[src/rtl/note_judge.sv]
// -----------------------------------------------------------------------------
// note_judge
//
// Receives spawned notes from the note generator, queues them per track with
// their hit deadline and judges player presses against the head of each queue.
// Keeps score, combo and max combo. Forwards the pitch of every hit note to the
// buzzer.
//
// Ports
//   clk, rst          system clock, asynchronous active-high reset
//   i_cur_time        game time in ms (monotonic non-decreasing)
//   i_note_t1/_t2     1-cycle spawn pulses per track
//   i_gen_pitch       pitch of the spawned note, valid with a spawn pulse
//   i_btn_t1/_t2      1-cycle debounced presses per track
//   o_judge_valid     bit k-1 strobes a judgment for track k
//   o_judge_t1/_t2    3=PERFECT 2=GOOD 1=MISS 0=none
//   o_hit_pitch       pitch of the most recent hit note (track 1 wins a tie)
//   o_hit_strobe      1-cycle pulse when o_hit_pitch updates
//   o_score           accumulated score, saturating at 16'hFFFF
//   o_combo           consecutive hits, saturating at 255
//   o_max_combo       highest combo since reset
//   o_overflow        sticky flag: a spawn was dropped on a full queue
//
// Strobe semantics: every strobe output (o_judge_valid bits, o_hit_strobe) is
// high for exactly one cycle, one cycle after the input cycle that caused it.
// There is no back-pressure; a spawn on a full queue is dropped unless that
// queue pops in the same cycle.
// -----------------------------------------------------------------------------
module note_judge #(
  parameter int DEPTH       = 8,
  parameter int TRAVEL_MS   = 2000,
  parameter int PERFECT_WIN = 50,
  parameter int GOOD_WIN    = 150,
  parameter int PERFECT_PTS = 100,
  parameter int GOOD_PTS    = 50
) (
  input  logic        clk,
  input  logic        rst,
  input  logic [31:0] i_cur_time,
  input  logic        i_note_t1,
  input  logic        i_note_t2,
  input  logic [31:0] i_gen_pitch,
  input  logic        i_btn_t1,
  input  logic        i_btn_t2,
  output logic [1:0]  o_judge_valid,
  output logic [1:0]  o_judge_t1,
  output logic [1:0]  o_judge_t2,
  output logic [31:0] o_hit_pitch,
  output logic        o_hit_strobe,
  output logic [15:0] o_score,
  output logic [7:0]  o_combo,
  output logic [7:0]  o_max_combo,
  output logic        o_overflow
);

  localparam int AW = $clog2(DEPTH);

  typedef enum logic [1:0] {
    JUDGE_NONE    = 2'd0,
    JUDGE_MISS    = 2'd1,
    JUDGE_GOOD    = 2'd2,
    JUDGE_PERFECT = 2'd3
  } judge_e;

  typedef struct packed {
    logic [31:0] target;
    logic [31:0] pitch;
  } note_t;

  localparam logic [31:0] TRAVEL_W      = 32'(TRAVEL_MS);
  localparam logic [32:0] GOOD_WIN_W    = 33'(GOOD_WIN);
  localparam logic [32:0] PERFECT_WIN_W = 33'(PERFECT_WIN);
  localparam logic [17:0] PERFECT_ADD   = 18'(PERFECT_PTS);
  localparam logic [17:0] GOOD_ADD      = 18'(GOOD_PTS);

  // Per-track storage; the extra pointer bit distinguishes full from empty.
  note_t      mem    [2][DEPTH];
  logic [AW:0] rd_ptr [2];
  logic [AW:0] wr_ptr [2];

  logic [1:0]  spawn;
  logic [1:0]  btn;
  logic [1:0]  empty;
  logic [1:0]  full;
  logic [1:0]  expire;
  logic [1:0]  press_hit;
  logic [1:0]  perfect;
  logic [1:0]  pop;
  logic [1:0]  push;
  logic [1:0]  drop;
  note_t       head   [2];
  judge_e      judge  [2];
  logic [32:0] tgt_w  [2];
  logic [32:0] diff   [2];
  logic [32:0] cur_w;

  logic [17:0] add_pts;
  logic [17:0] score_sum;
  logic [15:0] score_next;
  logic [1:0]  hit_cnt;
  logic [8:0]  combo_sum;
  logic [7:0]  combo_next;
  logic [7:0]  max_next;

  assign spawn = {i_note_t2, i_note_t1};
  assign btn   = {i_btn_t2, i_btn_t1};
  // Widen to 33 bits so target+GOOD_WIN and time+GOOD_WIN never wrap.
  assign cur_w = {1'b0, i_cur_time};

  // Head evaluation per track: expiry has priority over a press.
  always_comb begin
    empty     = '0;
    full      = '0;
    expire    = '0;
    press_hit = '0;
    perfect   = '0;
    pop       = '0;
    push      = '0;
    drop      = '0;
    for (int k = 0; k < 2; k++) begin
      head[k]  = mem[k][rd_ptr[k][AW-1:0]];
      tgt_w[k] = {1'b0, head[k].target};
      diff[k]  = (cur_w >= tgt_w[k]) ? (cur_w - tgt_w[k]) : (tgt_w[k] - cur_w);
      judge[k] = JUDGE_NONE;

      empty[k] = (rd_ptr[k] == wr_ptr[k]);
      full[k]  = (rd_ptr[k][AW] != wr_ptr[k][AW]) &&
                 (rd_ptr[k][AW-1:0] == wr_ptr[k][AW-1:0]);

      expire[k]    = !empty[k] && (cur_w > (tgt_w[k] + GOOD_WIN_W));
      // A press that is too early, or on an empty queue, is simply ignored.
      press_hit[k] = btn[k] && !empty[k] && !expire[k] &&
                     ((cur_w + GOOD_WIN_W) >= tgt_w[k]);
      perfect[k]   = (diff[k] <= PERFECT_WIN_W);

      pop[k]  = expire[k] || press_hit[k];
      // A full queue can still take a spawn when its head leaves this cycle.
      push[k] = spawn[k] && (!full[k] || pop[k]);
      drop[k] = spawn[k] && full[k] && !pop[k];

      if (expire[k]) begin
        judge[k] = JUDGE_MISS;
      end else if (press_hit[k]) begin
        judge[k] = perfect[k] ? JUDGE_PERFECT : JUDGE_GOOD;
      end
    end
  end

  // Score and combo for this cycle; both tracks are summed before saturating.
  always_comb begin
    add_pts = '0;
    if (press_hit[0]) add_pts = add_pts + (perfect[0] ? PERFECT_ADD : GOOD_ADD);
    if (press_hit[1]) add_pts = add_pts + (perfect[1] ? PERFECT_ADD : GOOD_ADD);
    score_sum  = {2'b00, o_score} + add_pts;
    score_next = (score_sum > 18'h0FFFF) ? 16'hFFFF : score_sum[15:0];

    hit_cnt   = {1'b0, press_hit[0]} + {1'b0, press_hit[1]};
    combo_sum = {1'b0, o_combo} + {7'b0, hit_cnt};
    if (|expire) begin
      combo_next = 8'd0;
    end else if (combo_sum > 9'd255) begin
      combo_next = 8'hFF;
    end else begin
      combo_next = combo_sum[7:0];
    end
    max_next = (combo_next > o_max_combo) ? combo_next : o_max_combo;
  end

  always_ff @(posedge clk or posedge rst) begin
    if (rst) begin
      o_judge_valid <= '0;
      o_judge_t1    <= '0;
      o_judge_t2    <= '0;
      o_hit_pitch   <= '0;
      o_hit_strobe  <= 1'b0;
      o_score       <= '0;
      o_combo       <= '0;
      o_max_combo   <= '0;
      o_overflow    <= 1'b0;
      for (int k = 0; k < 2; k++) begin
        rd_ptr[k] <= '0;
        wr_ptr[k] <= '0;
      end
    end else begin
      o_judge_valid <= pop;
      o_judge_t1    <= judge[0];
      o_judge_t2    <= judge[1];
      o_hit_strobe  <= |press_hit;
      if (press_hit[0]) begin
        o_hit_pitch <= head[0].pitch;
      end else if (press_hit[1]) begin
        o_hit_pitch <= head[1].pitch;
      end
      o_score     <= score_next;
      o_combo     <= combo_next;
      o_max_combo <= max_next;
      if (|drop) o_overflow <= 1'b1;
      for (int k = 0; k < 2; k++) begin
        if (pop[k])  rd_ptr[k] <= rd_ptr[k] + {{AW{1'b0}}, 1'b1};
        if (push[k]) wr_ptr[k] <= wr_ptr[k] + {{AW{1'b0}}, 1'b1};
      end
    end
  end

  // Queue contents need no reset: the pointers define what is valid.
  always_ff @(posedge clk) begin
    for (int k = 0; k < 2; k++) begin
      if (push[k]) begin
        mem[k][wr_ptr[k][AW-1:0]] <= '{target: i_cur_time + TRAVEL_W,
                                        pitch:  i_gen_pitch};
      end
    end
  end

endmodule
[config.mk]
export PLATFORM = sky130hd
export DESIGN_NAME = note_judge
export DESIGN_NICKNAME = d
export VERILOG_FILES = /design/src/rtl/note_judge.sv
export SDC_FILE = /design/constraint.sdc
export NUM_CORES = 2
export LEC_CHECK = 0
export CORE_ASPECT_RATIO = 0.6
export CORE_UTILIZATION = 35
export DETAILED_ROUTE_END_ITERATION = 12
export SETUP_SLACK_MARGIN = 0.15
export SYNTH_ARGS = -nofsm -noshare
export SYNTH_HDL_FRONTEND = slang
export SYNTH_SLANG_ARGS = --single-unit
[constraint.sdc]
create_clock -name clk -period 11.9 [get_ports clk]
set_clock_uncertainty 0.2 [all_clocks]
set_input_delay 3.57 -clock clk [delete_from_list [all_inputs] [get_ports clk]]
set_output_delay 3.57 -clock clk [all_outputs]
set_load 0.01 [all_outputs]
**Word-level counts from Yosys, hierarchy flattened**

Memory sizes are Yosys's and may differ from the RTL's.
Cells that the tools add are included.
Widths: inputs -> output; s select.

- Add/sub/neg operators: 16
- Magnitude comparators: 17
- Eq/ne operators: 6
- Mux-type cells: 31
- Bitwise gates (word level): 4
- Reduce and logical (&&, ||, !) cells: 34

Operators by type and width:

| operator | count |
|---|---|
| $mux 512 | 2 |
| $bmux 64 s3 | 2 |
| $demux 64 s3 | 2 |
| $mux 64 | 6 |
| $sub 32x32->33 | 4 |
| $add 32x8->33 const B | 3 |
| $ge 33x32->1 | 2 |
| $gt 32x33->1 | 2 |
| $le 33x6->1 const B | 2 |
| $mux 33 | 2 |
| $ge 32x32->1 | 2 |
| $mux 32 | 2 |
| $add 32x11->32 const B | 1 |
| $mux 7 | 3 |
| $add 16x18->18 | 1 |
| $add 18x7->18 | 1 |
| $gt 18x16->1 const B | 1 |
| $logic_and 1x1->1 | 18 |
| $mux 18 | 1 |
| $add 4x1->4 const B | 4 |
| $ge 4x4->1 const B | 4 |
| $mux 16 | 1 |
| $mux 8 | 2 |
| $not 3->4 | 4 |
| 14 further kinds | 36 |

- Register bits after elaboration: 88
- RAM bits: 1,024
- Bits of input ports: 70
- Output and inout bits: 72
- Memories kept: 1

Memory list:

| name | words | width | read ports | clocked after Yosys merged registers in | wr ports | line | text |
|---|---|---|---|---|---|---|---|
| mem | 2 | 512 | 2 | 0 | 2 | 77 | `note_t mem [2][DEPTH];` |

**Depth between registers and ports, before layout**

- Word-level depth: 16
- Gate-level depth with buffers: 43
- Mapped depth without buffers: 37

**Least setup slack after synthesis**

OpenSTA, ideal clock, no wires.

- Kind: input to register
- From: input port i_cur_time[1]
- To: memory mem[0][320] (netlist bit), enable pin
- Library setup time: 644 ps
- Arrival time: 13,212 ps
- Required time: 11,056 ps
- Slack: -2,156 ps
- Stages: 18
- Path buffers: 1
- Cell sequence: inv_1 ha_1 o21a_1 or3_1 nand2_1 nand2_1 or3_1 nor3_1 xnor2_1 ha_1 nand4_1 or4_1 o31ai_1 a211oi_1 o22a_1 and3_1 buf_2 nor4_1

RTL lines:

| what | line | text |
|---|---|---|
| start: declaration | 39 | `input logic [31:0] i_cur_time,` |
| end: declaration | 77 |  |

**Final worst setup path**

- From: input port i_cur_time[1]
- To: register o_score[15]

- Longest elaborated chain between the ends: 11

Ends and longest elaborated chain:

| what | line | text |
|---|---|---|
| branches (longest 7 deep; another with $sub 32x32->33) | - |  |
| $mux 18 (*) | 153 | `if (press_hit[1]) add_pts = add_pts + (perfect[1] ? PERFECT_ADD : GOOD_ADD);` |
| $add 16x18->18 (*) | 154 | `score_sum = {2'b00, o_score} + add_pts;` |
| $gt 18x16->1 | 155 | `score_next = (score_sum > 18'h0FFFF) ? 16'hFFFF : score_sum[15:0];` |
| $mux 16 (*) | 155 |  |
| named net score_next[15] | 99 | `logic [15:0] score_next;` |
| end signal: assignment | 194 | `o_score <= score_next;` |
| end: declaration | 50 | `output logic [15:0] o_score,` |

Mark *: on every way through the listed nets, which the timed path passes.
A chain may end at the register's enable or synchronous reset.

==> summary.md <==
| Metric | Value |
|---|---|
| Final non-filler cell total | `6313` |
| FF-to-FF path depth | `35` |
| Fin. max-slew vios | `0` |
| Clock power share | `16.3%` |
| First-pass GRT wire length | `242000 µm` |
| # placed instances | `6130` |
| Worst-path clk slew | `0.07 ns` |
| Post-CTS Setup Inserts | `0` |
| Synth Area in Simple Gates | `6.80%` |
| Final Hold Viols | `0` |
| H-Tree Level Count | `3` |
| Initial Utilization | `35.3%` |
| Share of layout cells above drive strength 1 | `17.9%` |
| Minimum clock period | `11.22 ns` |
| Crit. End Element | `flop` |
| Num Clock Sinks | `1112` |
| Crit path max fanout | `6` |
| Fraction of registers with async set/reset | `7.91%` |
| Endpoints failing setup | `0` |
| Residual DRC | `0` |
| Vias in the first global route | `33.8k` |
| IO Pins | `142` |
| Crit path largest cell delay | `0.59 ns` |
| Final HPWL DP | `116000 µm` |
| Most frequent cells in the layout | `edfxtp_1 (1024), a21oi_1 (288), ha_1 (280)` |
| Most used cell, CP | `o21ai_0` |
| Pre-CTS WS | `0.167 ns` |
| Switching power share of the total | `43.5%` |
| Drt first pass iters | `6` |
| Util after Layout | `41.2%` |
| Startpoint Class | `input port` |
| Seq cells post-synth | `1112` |
| VDD IR max | `0.000163 V` |
| Comb pwr share | `56.1%` |
| Largest net degree at the start of global routing | `69` |
| Reg2reg start | `rd_ptr[4]` |
| Cell row count | `112` |
| Synthesis-to-layout area growth | `16.6%` |
| Mapped Avg Cell Area | `14.6 µm²` |
| WL final | `166000 µm` |
| CTS tree | `yes` |
| Max Clk Rate | `89.1 MHz` |
| Worst Path Arrival | `11.62 ns` |
| Core footprint | `156000 µm²` |
| Die area | `159000 µm²` |
| Gp weighted congestion | `1.01` |
| Synth Area in Compound Gates | `8.34%` |
| I/O Buffers | `141` |
| Clock Tree Root | `clkbuf_16` |
| Antenna violations before repair | `9` |
| Total CTS buffers | `97` |
| WHS Endpoint | `o_score[0]` |
| Sequential area share after synthesis | `59.8%` |
| Required time worst endpoint | `12.30 ns` |
| Max_cap viols | `0` |
| Hold path cells | `1` |
| WL/cell | `26.4 µm` |
| Kind of critical path | `in -> reg` |
| Yosys cell types | `90` |
| Nets | `4478` |
| CTS resizes | `0` |
| Post-Syn Area | `55100 µm²` |
| Tightest Hold Check Type | `reg -> reg` |
| Fin crit share | `94.3%` |
| Critical-path top delay cell | `o211ai_1` |
| Reg-to-reg setup timing slack | `1.69 ns` |
| Pwr Density | `305 nW/µm²` |
| Net count of the mapped netlist | `4127` |
| P_int | `11.0 mW` |
| Total GRT Usage | `20.9%` |
| Post-CTS Hold Fix Bufs | `0` |
| R2r endpoint | `o_score[15]` |
| Cell count after synthesis | `3769` |
| Setup WS post-layout | `0.682 ns` |
| Die span in y | `309 µm` |
| Routed vias/inst | `5.54` |
| Number of synthesized flops with an enable pin | `1024` |
| Yosys warnings | `0` |
| Via count | `35.0k` |
| DRT antenna net count | `0` |
| Static leakage | `22.7 nW` |
| Post-synthesis adder-cell area fraction | `6.65%` |
| Seq pwr share | `27.6%` |
| Net switching power | `8.51 mW` |
| Grt total ovfl | `0` |
| DRT iter0 DRCs | `3860` |
| Largest family of logic cells by synthesized area | `multiplexers` |
| Clock Path Buffers | `3` |
| Slew HR | `15.1%` |
| Slew @ Worst Pin | `1.26 ns` |
| Die width | `514 µm` |
| Worst Hold Launch | `o_score[0]` |
| Commonest non-fill, non-tap cell in the layout | `edfxtp_1` |
| Skew-Pair Late Insertion Delay | `0.72 ns` |
| Unrepaired setup endpoints after global routing | `no` |
| Main flop type after synthesis | `edfxtp_1` |
| Multiplexer share of the synthesized area | `13.0%` |
| Xor and xnor fraction of the mapped netlist area | `2.94%` |
| Outcome | `completed` |
## worst max-delay path by stage
stage,start,to,slack [ns],cells past startpoint
after global routing,i_cur_time[30],o_score[13],0.32,33
after CTS,i_cur_time[4],o_score[15],0.95,36
after global placement,i_cur_time[4],o_score[15],0.22,36
final,i_cur_time[1],o_score[15],0.68,32
after floorplan,i_cur_time[1],mem[0][320],-2.16,18
after detailed placement,i_cur_time[2],o_score[15],0.17,35
## state kept, by name (all words and copies together) (netlist names)
signal         count
o_judge_t1         2
o_max_combo        8
wr_ptr             8
o_score           16
o_hit_strobe       1
o_overflow         1
o_judge_t2         2
rd_ptr             8
o_judge_valid      2
o_combo            8
mem             1024
o_hit_pitch       32
## layer usage
metal	wire (µm)	up-vias	global-route usage, %
met5	92	-	0.268
met4	1560	10	2.64
met3	15900	132	5.64
met2	67200	1343	28.5
met1	81600	18000	33.1
li1	-	15500	-
## cell usage after synthesis (11+ instances only)
master    instances  share of area [%]
or2_2            13               0.15
buf_2            36               0.33
nor3_1           55               0.50
dfrtp_1          88                4.0
edfxtp_1       1024                 56
buf_4            13               0.18
buf_1            22               0.15
nand2_1         169                1.2
a211oi_1         50               0.68
xnor2_1         161                2.6
o21bai_1         19               0.26
nand2b_1         21               0.24
a21oi_1         288                2.6
a31oi_1          13               0.15
o21a_1           25               0.34
mux2i_1         122                2.2
and2_1           12               0.14
nor4_1           19               0.22
o211ai_1         16               0.22
and3_1           22               0.25
o21ai_0         122                1.1
nor2_1          175                1.2
o31ai_1          12               0.16
or3_1            21               0.24
mux2_2           11               0.22
nand3_1          70               0.64
inv_1           144               0.98
a21o_1           74                1.0
xor2_1           24               0.38
ha_1            280                6.4
clkbuf_1         92               0.63
nand4_1          73               0.83
mux4_2          256                 10
nor2b_1          53               0.60
## metrics by stage
| stage | total power, mW | hold WS (ns) | cell area, µm² | setup TNS (ns) |
|---|---|---|---|---|
| 2_1_floorplan | 12.1 | 0.262 | 55100 | -327.24 |
| 3_3_place_gp | 16.1 | 0.253 | 61000 | 0 |
| 3_5_place_dp | 16.1 | 0.278 | 61000 | 0 |
| 4_1_cts | 19.4 | 0.292 | 64200 | 0 |
| 5_1_grt | 20.6 | 0.300 | 64200 | 0 |
| 6_report | 19.6 | 0.281 | 64200 | 0 |
## power by group through the flow
stage	sequential, mW	clock (mW)	combinational (mW)
global route	5.46	3.41	11.7
global placement	5.47	0	10.6
finish	5.40	3.19	11.0
CTS	5.41	3.26	10.7
detailed placement	5.49	0	10.6
floorplan	5.31	0	6.79
## critical path, delay by kind of cell
family | cells | cell delay [ns]
AOI/OAI and AO/OA | 12 | 2.93
adders and majority gates | 4 | 1.58
buffers and inverters | 6 | 1.24
xor gates and xnor gates | 1 | 0.16
and+or+nand+nor | 9 | 2.10
## cell type report
class | count | area (µm²)
clock buffer | 124 | 2610
antenna | 3 | 7.51
sequential | 1112 | 33000
clock inverter | 56 | 584
fill | 14200 | 91600
inverter | 148 | 561
multi-input combinational | 2340 | 20900
timing repair buffer | 421 | 3900
tap | 2109 | 2640
## logic make-up after synthesis
logic type / count (synthesis)
buffers and inverters: 317
AOI/OAI and AO/OA: 730
muxes: 394
and+or+nand+nor: 743
DFF: 1112
xor gates and xnor gates: 185
adders and majority gates: 288
Note: power is estimated with default switching activity, not from simulation.
